==> config.mk <==
export PLATFORM = sky130hd
export DESIGN_NAME = fu_decode_stage
export DESIGN_NICKNAME = d
export VERILOG_FILES = /design/src/rtl/fu_decode_stage.sv
export SDC_FILE = /design/constraint.sdc
export NUM_CORES = 1
export LEC_CHECK = 0
export BUFFER_PORTS_ARGS = -buffer_cell sky130_fd_sc_hd__buf_2
export CAP_MARGIN = 25
export CORE_MARGIN = 1.5
export CORE_UTILIZATION = 55
export CTS_CLUSTER_SIZE = 12
export DETAILED_ROUTE_END_ITERATION = 8
export PLACE_DENSITY = 0.81
export SETUP_SLACK_MARGIN = 0.4
export SYNTH_ARGS = -nofsm -noshare
export SYNTH_HDL_FRONTEND = slang
export SYNTH_SLANG_ARGS = --single-unit
==> constraint.sdc <==
create_clock -name clk -period 4.07 [get_ports clk]
set_input_delay 0.407 -clock clk [delete_from_list [all_inputs] [get_ports clk]]
set_output_delay 0.407 -clock clk [all_outputs]
set_load 0.1 [all_outputs]
==> src/rtl/fu_decode_stage.sv <==
// fu_decode_stage: RV32IM decode register with valid/ready handshake and per-unit credit throttling
module fu_decode_stage #(
   parameter int TAG_W       = 6,
   parameter int ALU_CREDITS = 4,
   parameter int MUL_CREDITS = 2,
   parameter int DIV_CREDITS = 1
) (
   input  logic             clk,
   input  logic             rst,
   input  logic             flush,
   input  logic             in_valid,
   output logic             in_ready,
   input  logic [TAG_W-1:0] in_tag,
   input  logic [1:0]       alu_op,
   input  logic [2:0]       funct3,
   input  logic [6:0]       funct7,
   output logic             out_valid,
   input  logic             out_ready,
   output logic [TAG_W-1:0] out_tag,
   output logic [3:0]       out_alu_ctrl,
   output logic [1:0]       out_fu_type,
   output logic [2:0]       out_branch_type,
   output logic             out_illegal,
   input  logic             credit_ret_alu,
   input  logic             credit_ret_mul,
   input  logic             credit_ret_div
);
   localparam logic [3:0] ALU_MAX = 4'(ALU_CREDITS);
   localparam logic [3:0] MUL_MAX = 4'(MUL_CREDITS);
   localparam logic [3:0] DIV_MAX = 4'(DIV_CREDITS);

   logic             r_held;
   logic [TAG_W-1:0] r_tag;
   logic [3:0]       r_ctrl;
   logic [1:0]       r_fu;
   logic [2:0]       r_br;
   logic             r_ill;
   logic [3:0]       r_cred_alu, r_cred_mul, r_cred_div;
   logic [3:0]       w_ctrl;
   logic [1:0]       w_fu;
   logic [2:0]       w_br;
   logic             w_ill, w_cred_ok, w_fire, w_accept;

   // consume and return together cancel; a return at the maximum is dropped
   function automatic logic [3:0] f_cred(input logic [3:0] c, input logic [3:0] max,
                                         input logic use_c, input logic ret);
      return (use_c && !ret) ? c - 4'd1 : (ret && !use_c && c != max) ? c + 4'd1 : c;
   endfunction

   always_comb begin
      w_ill  = 1'b0;
      w_fu   = 2'd0;
      w_ctrl = 4'd0;
      w_br   = 3'd0;
      if (alu_op == 2'b11) begin
         w_fu = 2'd1;
      end else if (alu_op == 2'b01) begin
         w_fu   = 2'd1;
         w_ctrl = 4'd1;
         w_ill  = funct3[2:1] == 2'b01;
         w_br   = funct3[2] ? funct3 - 3'd1 : {2'b00, funct3[0]} + 3'd1;
      end else if (alu_op == 2'b10) begin
         if (funct7 == 7'h00) begin
            w_fu = 2'd1;
            case (funct3)
               3'd0:    w_ctrl = 4'd0;
               3'd1:    w_ctrl = 4'd2;
               3'd2:    w_ctrl = 4'd3;
               3'd3:    w_ctrl = 4'd4;
               3'd4:    w_ctrl = 4'd5;
               3'd5:    w_ctrl = 4'd6;
               3'd6:    w_ctrl = 4'd8;
               default: w_ctrl = 4'd9;
            endcase
         end else if (funct7 == 7'h20) begin
            w_fu   = 2'd1;
            w_ctrl = funct3 == 3'd5 ? 4'd7 : 4'd1;
            w_ill  = funct3 != 3'd0 && funct3 != 3'd5;
         end else if (funct7 == 7'h01) begin
            w_fu   = funct3[2] ? 2'd3 : 2'd2;
            w_ctrl = {2'b00, funct3[1:0]};
         end else begin
            w_ill = 1'b1;
         end
      end
      if (w_ill) begin
         w_fu   = 2'd0;
         w_ctrl = 4'd0;
         w_br   = 3'd0;
      end
   end

   assign w_cred_ok = r_fu == 2'd1 ? r_cred_alu != 4'd0 :
                      r_fu == 2'd2 ? r_cred_mul != 4'd0 :
                      r_fu == 2'd3 ? r_cred_div != 4'd0 : 1'b1;
   assign out_valid = !rst && r_held && w_cred_ok;
   assign w_fire    = out_valid && out_ready;
   assign in_ready  = !rst && !flush && (!r_held || w_fire);
   assign w_accept  = in_valid && in_ready;

   assign out_tag         = r_tag;
   assign out_alu_ctrl    = r_ctrl;
   assign out_fu_type     = r_fu;
   assign out_branch_type = r_br;
   assign out_illegal     = r_ill;

   always_ff @(posedge clk) begin
      if (rst) begin
         r_held     <= 1'b0;
         r_tag      <= '0;
         r_ctrl     <= 4'd0;
         r_fu       <= 2'd0;
         r_br       <= 3'd0;
         r_ill      <= 1'b0;
         r_cred_alu <= ALU_MAX;
         r_cred_mul <= MUL_MAX;
         r_cred_div <= DIV_MAX;
      end else begin
         if (w_accept) begin
            r_held <= 1'b1;
            r_tag  <= in_tag;
            r_ctrl <= w_ctrl;
            r_fu   <= w_fu;
            r_br   <= w_br;
            r_ill  <= w_ill;
         end else if (w_fire || flush) begin
            r_held <= 1'b0;
         end
         r_cred_alu <= f_cred(r_cred_alu, ALU_MAX, w_fire && r_fu == 2'd1, credit_ret_alu);
         r_cred_mul <= f_cred(r_cred_mul, MUL_MAX, w_fire && r_fu == 2'd2, credit_ret_mul);
         r_cred_div <= f_cred(r_cred_div, DIV_MAX, w_fire && r_fu == 2'd3, credit_ret_div);
      end
   end
endmodule

* Word-level counts from Yosys, hierarchy flattened
Index checks and enable logic that the tools add are counted.
Operators by class: reductions and logical operators 40, equal/unequal tests 19, add/sub/neg operators 8, multiplexer cells 38
Operators by type and width (count):
- $mux W4 | 11
- $pmux W4 S7 | 1
- $logic_and A1 B1 Y1 | 19
- $mux W3 | 6
- $mux W2 | 8
- $add A4 B1 Y4 const B | 3
- $mux W1 | 12
- $reduce_bool A4 Y1 | 3
- $sub A4 B1 Y4 const B | 3
- $eq A3 B3 Y1 const B | 3
- $logic_not A1 Y1 | 9
- $eq A2 B2 Y1 const B | 4
- $reduce_bool A2 Y1 | 4
- $eq A7 B1 Y1 const B | 1
- $eq A7 B6 Y1 const B | 1
- $logic_not A7 Y1 | 1
- $eq A2 B1 Y1 const B | 3
- $eq A3 B2 Y1 const B | 2
- $ne A4 B1 Y1 const B | 1
- $ne A4 B2 Y1 const B | 1
- $ne A4 B3 Y1 const B | 1
- $eq A3 B1 Y1 const B | 1
- $logic_not A3 Y1 | 1
- $ne A3 B3 Y1 const B | 1
- 4 further kinds | 5
Storage, ports and cells: input bits 26, logic and storage cells 114, output and inout port bits 18, register bits 29

* Logic depth before layout (Yosys ltp)
Gate-level depths: netlist of the first run.
depth in word-level cells 12, mapped depth 10, mapped depth without buffers 10

* Worst setup path before layout of the first run
No wires, ideal clock.
path type register to output, start point register r_fu[0] (netlist: out_fu_type[0]), end point output in_ready, required time 3.663 ns, path buffers 1, setup slack -0.276 ns, stages on the path, launching flop included 6, arrival time 3.939 ns, cell sequence dfxtp_1 or2b_2 nor3b_2 o31a_4 buf_4 nor3_1
On the way: word-level cells in the longest chain between the ends 8
Ends and longest elaborated chain:
- start, declared | line 35 | logic [1:0] r_fu;
- start signal, assigned | line 123 | r_fu <= w_fu;
- $eq A2 B2 Y1 | line 95 | r_fu == 2'd3 ? r_cred_div != 4'd0 : 1'b1;
- $mux W1 | line 95
- $mux W1 | line 94 | r_fu == 2'd2 ? r_cred_mul != 4'd0 :
- $mux W1 * | line 93 | assign w_cred_ok = r_fu == 2'd1 ? r_cred_alu != 4'd0 :
- $logic_and A1 B1 Y1 * | line 96 | assign out_valid = !rst && r_held && w_cred_ok;
- $logic_and A1 B1 Y1 * | line 97 | assign w_fire = out_valid && out_ready;
- $logic_or A1 B1 Y1 * | line 98 | assign in_ready = !rst && !flush && (!r_held || w_fire);
- $logic_and A1 B1 Y1 * | line 98
- end, declared | line 12 | output logic in_ready,
Every way passes the cells marked *; elsewhere a longest branch is shown, timed or not.

* Worst setup path in the final report of the first run
start point register r_cred_div[0], end point output in_ready
On the way: word-level cells in the longest chain between the ends 8
Ends and longest elaborated chain:
- start, declared | line 38 | logic [3:0] r_cred_alu, r_cred_mul, r_cred_div;
- start signal, assigned | line 131 | r_cred_div <= f_cred(r_cred_div, DIV_MAX, w_fire && r_fu == 2'd3, credit_ret_div);
- $reduce_bool A4 Y1 | line 95
- $mux W1 | line 95
- $mux W1 | line 94
- $mux W1 | line 93
- $logic_and A1 B1 Y1 | line 96
- $logic_and A1 B1 Y1 | line 97
- $logic_or A1 B1 Y1 | line 98
- $logic_and A1 B1 Y1 | line 98
No other way between the ends.

==> results of run 1 <==
## state kept, by name (all words and copies together) (netlist names)
register / cells
out_alu_ctrl: 4
out_tag: 6
out_branch_type: 3
out_fu_type: 2
r_cred_alu: 4
r_cred_div: 4
r_cred_mul: 4
out_illegal: 1
r_held: 1
## layout by cell type, fill, tap and decap left out, drive strengths merged, types with 8 or more instances in the layout
cell	instances
a21oi	14
buf	43
dfxtp	29
ha	12
inv	15
nand2	9
nand3	10
nor2	19
nor3	8
o21ai	15
## per-stage QoR
| step | util (%) | power, mW | setup slack, ns | cell area (µm²) |
|---|---|---|---|---|
| 2_1_floorplan | - | 0.474 | 0.594 | 1940 |
| 3_3_place_gp | 64.6 | 0.516 | 1.31 | 2170 |
| 3_5_place_dp | 64.6 | 0.522 | 1.25 | 2170 |
| 4_1_cts | 67.2 | 0.768 | 1.20 | 2260 |
| 5_1_grt | 67.2 | 0.810 | 1.07 | 2260 |
| 6_report | 67.2 | 0.762 | 1.23 | 2260 |
## cell type report
cell class	instances	area (µm²)	area share [%]
multi-input combinational	175	1260	56.0
tap	46	57.6	2.55
sequential	29	581	25.7
inverter	15	56.3	2.49
clock inverter	1	30.0	1.33
clock buffer	7	55.1	2.44
timing repair buffer	43	215	9.53
## critical path: stages (launching register included)
cell                      delay, ns
sky130_fd_sc_hd__dfxtp_1       0.45
sky130_fd_sc_hd__inv_1         0.09
sky130_fd_sc_hd__ha_1          0.20
sky130_fd_sc_hd__nor3b_2       0.18
sky130_fd_sc_hd__a31o_1        0.26
sky130_fd_sc_hd__o31a_4        0.36
sky130_fd_sc_hd__nor3_2        0.12
sky130_fd_sc_hd__buf_2         0.45
## power by group through the flow
stage / Sequential (mW) / Clock, mW / Combinational, mW
after CTS: 0.322 / 0.251 / 0.195
final: 0.322 / 0.246 / 0.194
after floorplan: 0.346 / 0 / 0.128
after global routing: 0.326 / 0.266 / 0.219
after global placement: 0.328 / 0 / 0.188
after detailed placement: 0.328 / 0 / 0.194
## how the worst max path moves through the flow
stage | endpoint | slack, ns | cells after the start
global route | in_ready | 1.07 | 7
global placement | r_cred_alu[3] | 1.31 | 8
finish | in_ready | 1.23 | 7
detailed placement | r_cred_alu[3] | 1.25 | 9
CTS | in_ready | 1.20 | 7
floorplan | in_ready | 0.59 | 5
## routing by layer
metal  global-route usage [%]  up-vias
li1                         -      924
met1                     30.6      826
met2                     39.8       59
met3                     5.80        9
met4                     10.0        0
met5                        0        -
## logic make-up (layout without fill, tap and decap cells)
group / after synthesis / count (layout) / share of synthesized area [%]
xor+xnor: 8 / 8 / 3.63
fa+ha+maj: 14 / 14 / 9.85
compound gates: 64 / 64 / 22.7
mux: 7 / 7 / 3.95
simple gates: 82 / 82 / 25.0
buf+inv: 23 / 66 / 4.73
flops: 29 / 29 / 30.1
==> results.ini, run 1 <==
[status]
outcome = complete, no violations

[min_path]
holdPathEnd = out_tag[0]
min_delay_path_depth = 3
beginning_of_the_worst_hold_path = in_tag[0]
hp-class = in -> reg

[layout]
nets = 309
syn_to_final_growth_pct = 17.0
diodes = 0
final_cell_count_no_fill = 316
fillCellCount = 301
layout_cells_sized_above_1_pct = 24.4

[global_route]
grt_antenna_before_repair = 0
grt_pass1_vias = 1747
gr-usage-all-layers_pct = 24.3
wire_length_of_the_first_global_routing_pass_um = 7690
globalRoute.totalOverflow = 0
grt_max_degree = 28

[logic_synthesis]
synth_sequential_area_ratio_pct = 30.1
async_flop_share_pct = 0
post_synth_main_area_contributors = sky130_fd_sc_hd__dfxtp_1, sky130_fd_sc_hd__ha_1, sky130_fd_sc_hd__o21ai_0
ys_ff_latch = 29
netlist_instances = 227
synth.net_count = 267
ys_types = 61
yosys_most_used_dff = sky130_fd_sc_hd__dfxtp_1
synth-warning-count = 0
synth_area_um2 = 1930
synth_largest_area_cell = sky130_fd_sc_hd__dfxtp_1
synthTopCellsByCount = sky130_fd_sc_hd__dfxtp_1, sky130_fd_sc_hd__nor2_1, sky130_fd_sc_hd__inv_1, sky130_fd_sc_hd__o21ai_0, sky130_fd_sc_hd__a21oi_1
number_of_flops_mapped_to_enable_cells_by_yosys = 0
yosysMostFrequentCell = sky130_fd_sc_hd__dfxtp_1
synthesis.area_per_instance_um2 = 8.50
netlist.area_leader.share_pct = 30.1

[floorplanning]
die-height_um = 62.2
initial_cell_density_of_the_core_pct = 57.4
placementRows = 21
fp.dieW_um = 62.2
io_pins = 44
die-area_um2 = 3870
core_area_um2 = 3360

[clocking]
clock_tree.htree_level_count = 2
cts.path.max_buffers = 2
cts_num_sinks = 29
cts_buffers = 5
cts_resized = 0
post_cts_hold_buffer_count = 0
clk_transition_reported_paths_ns = 0.09
tritoncts = built
cts-root-buf = sky130_fd_sc_hd__clkbuf_4
insertion_delay_ns = 0.33
postCtsSetupRepairBufs = 0

[routing]
met1_length_um = 1900
drtIter0Drc = 105
route.vias.total = 1818
wl_met3_um = 252
routedWlPerCell_um = 13.6
top_layer_used = met4
via_per_inst = 5.75
detail_route.first_pass.iterations = 4
detail_route.drc_violations = 0
antenna_left = 0
met2_length_um = 2060
routed_wl_um = 4300

[sta]
fmaxAchievable_mhz = 352
final.period_utilization_pct = 69.9
maxSlewViolCount = 0
finalHoldWorstSlack_ns = 0.322
hold_viol = 0
finalSetupViolCount = 0
total_negative_setup_slacks_ns = 0
clock-skew-final_ns = 0.00246
min_period_ns = 2.84
unrepaired_setup_endpoints_after_global_routing = no
timing.slew.headroom_pct = 43.8
tightest_slew_ns = 0.839

[worst_setup_path]
worstSetupEndpointType = primary output
critical_path_class = reg -> out
ff2ff_path_depth = 10
critical_path_required_time_ns = 3.66
start_kind = flip-flop
critPathArrivalTime_ns = 2.44
cp-startpoint = r_cred_div[0]
crit_path_max_fanout = 17
crit-reg2reg-launch = out_fu_type[1]
rr_endpoint = r_cred_mul[3]
timing.reg2reg.setup_slack_ns = 1.42

[pwr]
combinationalPowerShare_pct = 25.5
cellPowerDensity_nw_per_um2 = 337
p_sw_share_pct = 31.3
net-switching-power_mw = 0.239
internal_power_mw = 0.523
leakage_nw = 0.977
pwr-share-seq_pct = 42.2
max-vdd-ir-drop_mv = 0.150
power_frac_clock_pct = 32.3

[placement]
placed_cells = 308
buffer_ports.inserted = 43
hpwl_um = 3180
globalplace.congestion = 0.839

[flow_run]
cap_viol_max_count = 0

Note: power is estimated with default switching activity, not from simulation.
==> inputs of run 2 (changes only) <==
- CORE_UTILIZATION: 55 -> 49
- PLACE_DENSITY: 0.81 -> 0.76
- clock period: 4.07 -> 2.55 ns (I/O delays scaled with it)
==> run 2 against run 1 <==
Net effect: the flow now finishes with violations (design-rule violations); worst setup slack lost 0.96 ns; cell area grew 15%; die area increased by 12%; worst hold slack worse by 0.11 ns; routed wire length grew 22%; critical path depth increased by 2; clock power grew 120%.
==> results.ini, run 2 (same netlist as run 1, synthesis figures left out) <==
[floorplanning]
fp.dieW_um = 65.8  ; +5.7%
core_area_um2 = 3720  ; +10%
io_pins = 44  ; unchanged
die-height_um = 65.8  ; +5.7%
die-area_um2 = 4330  ; +12%
initial_cell_density_of_the_core_pct = 52.0  ; -5.5 points
placementRows = 22  ; +4.8%

[sta]
fmaxAchievable_mhz = 438
tightest_slew_ns = 0.605  ; -0.233 ns
total_negative_setup_slacks_ns = 0  ; unchanged
finalSetupViolCount = 0  ; unchanged
final.period_utilization_pct = 89.5
timing.slew.headroom_pct = 59.3  ; +16 points
hold_viol = 0  ; unchanged
finalHoldWorstSlack_ns = 0.212  ; -0.110 ns
min_period_ns = 2.28
clock-skew-final_ns = 0.0110  ; +0.00857 ns
unrepaired_setup_endpoints_after_global_routing = yes
maxSlewViolCount = 0  ; unchanged
postLayoutSetupSlackWorst_ns = 0.268  ; -0.958 ns

[worst_setup_path]
rr_endpoint = r_cred_mul[3]
worstPathCellList = or2b_4 > or4_4 > inv_4 > ha_4 > a21o_1 > a21oi_2 > mux2i_1 > xor2_1 > nor2_1
critPathArrivalTime_ns = 2.44  ; about the same
start_kind = flip-flop
critPathMaxStageDelay_ns = 0.54  ; +0.09 ns
crit_path_max_fanout = 3  ; -14
crit_family = simple AND/OR/NAND/NOR gates
crit-reg2reg-launch = out_fu_type[1]
timing.reg2reg.setup_slack_ns = 0.27  ; -1.15 ns
critical_path_class = reg -> reg
critical_path_required_time_ns = 2.71  ; -0.95 ns
critPathSlowestCell = sky130_fd_sc_hd__or4_4
timing.critical_path.buf_inv = 1  ; -1
worstSetupEndpointType = flip-flop
ff2ff_path_depth = 9  ; -1

[clocking]
tritoncts = built
clock_tree.htree_level_count = 2  ; unchanged
cts_buffers = 5  ; unchanged
clk_transition_reported_paths_ns = 0.07  ; -0.02 ns
cts.path.max_buffers = 2  ; unchanged
cts-root-buf = sky130_fd_sc_hd__clkbuf_8
cts_num_sinks = 29  ; unchanged
insertion_delay_ns = 0.28  ; -0.05 ns
post_cts_hold_buffer_count = 0  ; unchanged

[layout]
syn_to_final_growth_pct = 34.6
mostFrequentLayoutCells = sky130_fd_sc_hd__buf_2, sky130_fd_sc_hd__dfxtp_1, sky130_fd_sc_hd__buf_4
diodes = 0  ; unchanged
final_cell_count_no_fill = 339  ; +7.3%
fin_area_um2 = 2600  ; +15%
final_common_cell = sky130_fd_sc_hd__buf_2
nets = 330  ; +6.8%
largest_reg_flops = 6  ; unchanged
fillCellCount = 334  ; +11%
layout_cells_sized_above_1_pct = 36.4  ; +12 points
final_util_pct = 69.9  ; +2.8 points

[routing]
routed_wl_um = 5270  ; +22%
via_per_inst = 5.76  ; +0.14%
detail_route.first_pass.iterations = 6  ; +2
routedWlPerCell_um = 15.5  ; +14%
antenna_left = 0  ; unchanged
detail_route.drc_violations = 1  ; +1
route.vias.total = 1953  ; +7.4%
drtIter0Drc = 117  ; +11%

[min_path]
hp-class = in -> reg
min_delay_path_depth = 2  ; -1
beginning_of_the_worst_hold_path = in_valid
holdPathEnd = r_held

[pwr]
p_sw_share_pct = 31.0  ; -0.35 points
fin_total_pwr_mw = 1.48  ; +94%
leakage_nw = 1.12  ; +14%
net-switching-power_mw = 0.458  ; +92%
combinationalPowerShare_pct = 29.1  ; +3.6 points
max-vdd-ir-drop_mv = 0.367  ; +140%
power_frac_clock_pct = 35.9  ; +3.6 points
pwr-share-seq_pct = 34.9  ; -7.3 points
cellPowerDensity_nw_per_um2 = 569  ; +69%
internal_power_mw = 1.02  ; +95%

[global_route]
globalRoute.totalOverflow = 0  ; unchanged
grt_antenna_before_repair = 0  ; unchanged
grt_pass1_vias = 1776  ; +1.7%
gr-usage-all-layers_pct = 23.8  ; -0.46 points
grt_max_degree = 27  ; -3.6%
wire_length_of_the_first_global_routing_pass_um = 7940  ; +3.2%

[status]
outcome = finished with violations
violations_in_the_final_reports = design-rule violations

[placement]
hpwl_um = 3390  ; +6.4%
placed_cells = 314  ; +1.9%
place_ws_ns = 0.215  ; -1.03 ns
post_dp_cell_area_um2 = 2240  ; +3.3%
buffer_ports.inserted = 43  ; unchanged
globalplace.congestion = 0.836  ; -0.38%

[flow_run]
cap_viol_max_count = 0  ; unchanged

[run 2: changes by cell type in the layout (fill, tap and decap cells not counted), sizes merged]
cell and change:
buf +20, clkinv +1
[run 2: power groups by stage]
stage	Sequential [mW]	Clock [mW]	Combinational, mW
6_report	0.517	0.532	0.431
5_1_grt	0.518	0.565	0.468
4_1_cts	0.507	0.535	0.367
3_5_place_dp	0.525	0	0.317
3_3_place_gp	0.523	0	0.307
2_1_floorplan	0.555	0	0.205
[run 2: final cells by class]
cell class / instances / area [µm²] / share of cell area [%]
repair buffers: 64 / 398 / 15.3
flip-flops and latches: 29 / 601 / 23.1
inverters: 15 / 63.8 / 2.46
well taps: 48 / 60.1 / 2.31
clock buffers: 6 / 93.8 / 3.61
clock inverters: 2 / 35.0 / 1.35
multi-input cells: 175 / 1350 / 51.9
[run 2: how the worst max path moves through the flow]
stage / endpoint / depth (start not counted) / slack, ns / from
finish: r_cred_mul[3] / 9 / 0.27 / out_fu_type[1]
detailed placement: r_cred_mul[3] / 9 / 0.22 / out_fu_type[1]
floorplan: r_cred_mul[3] / 9 / 0.06 / out_fu_type[1]
CTS: r_cred_mul[3] / 9 / 0.25 / out_fu_type[1]
global route: r_cred_mul[3] / 9 / 0.18 / out_fu_type[1]
global placement: r_cred_mul[3] / 9 / 0.26 / out_fu_type[1]
[run 2: what timing repair did]
action / CTS / global route
pin swaps: 8 / 6
resized for setup: 14 / 14
setup endpoints to repair: 5 / 14
buffers inserted: 12 / 5
[run 2: layer usage]
layer	track usage (%)	part of all wire, %	vias up
met5	0	0	-
met4	9.64	1.7	0
met3	4.60	3.8	7
met2	41.8	50	55
met1	28.2	44	927
li1	-	-	964
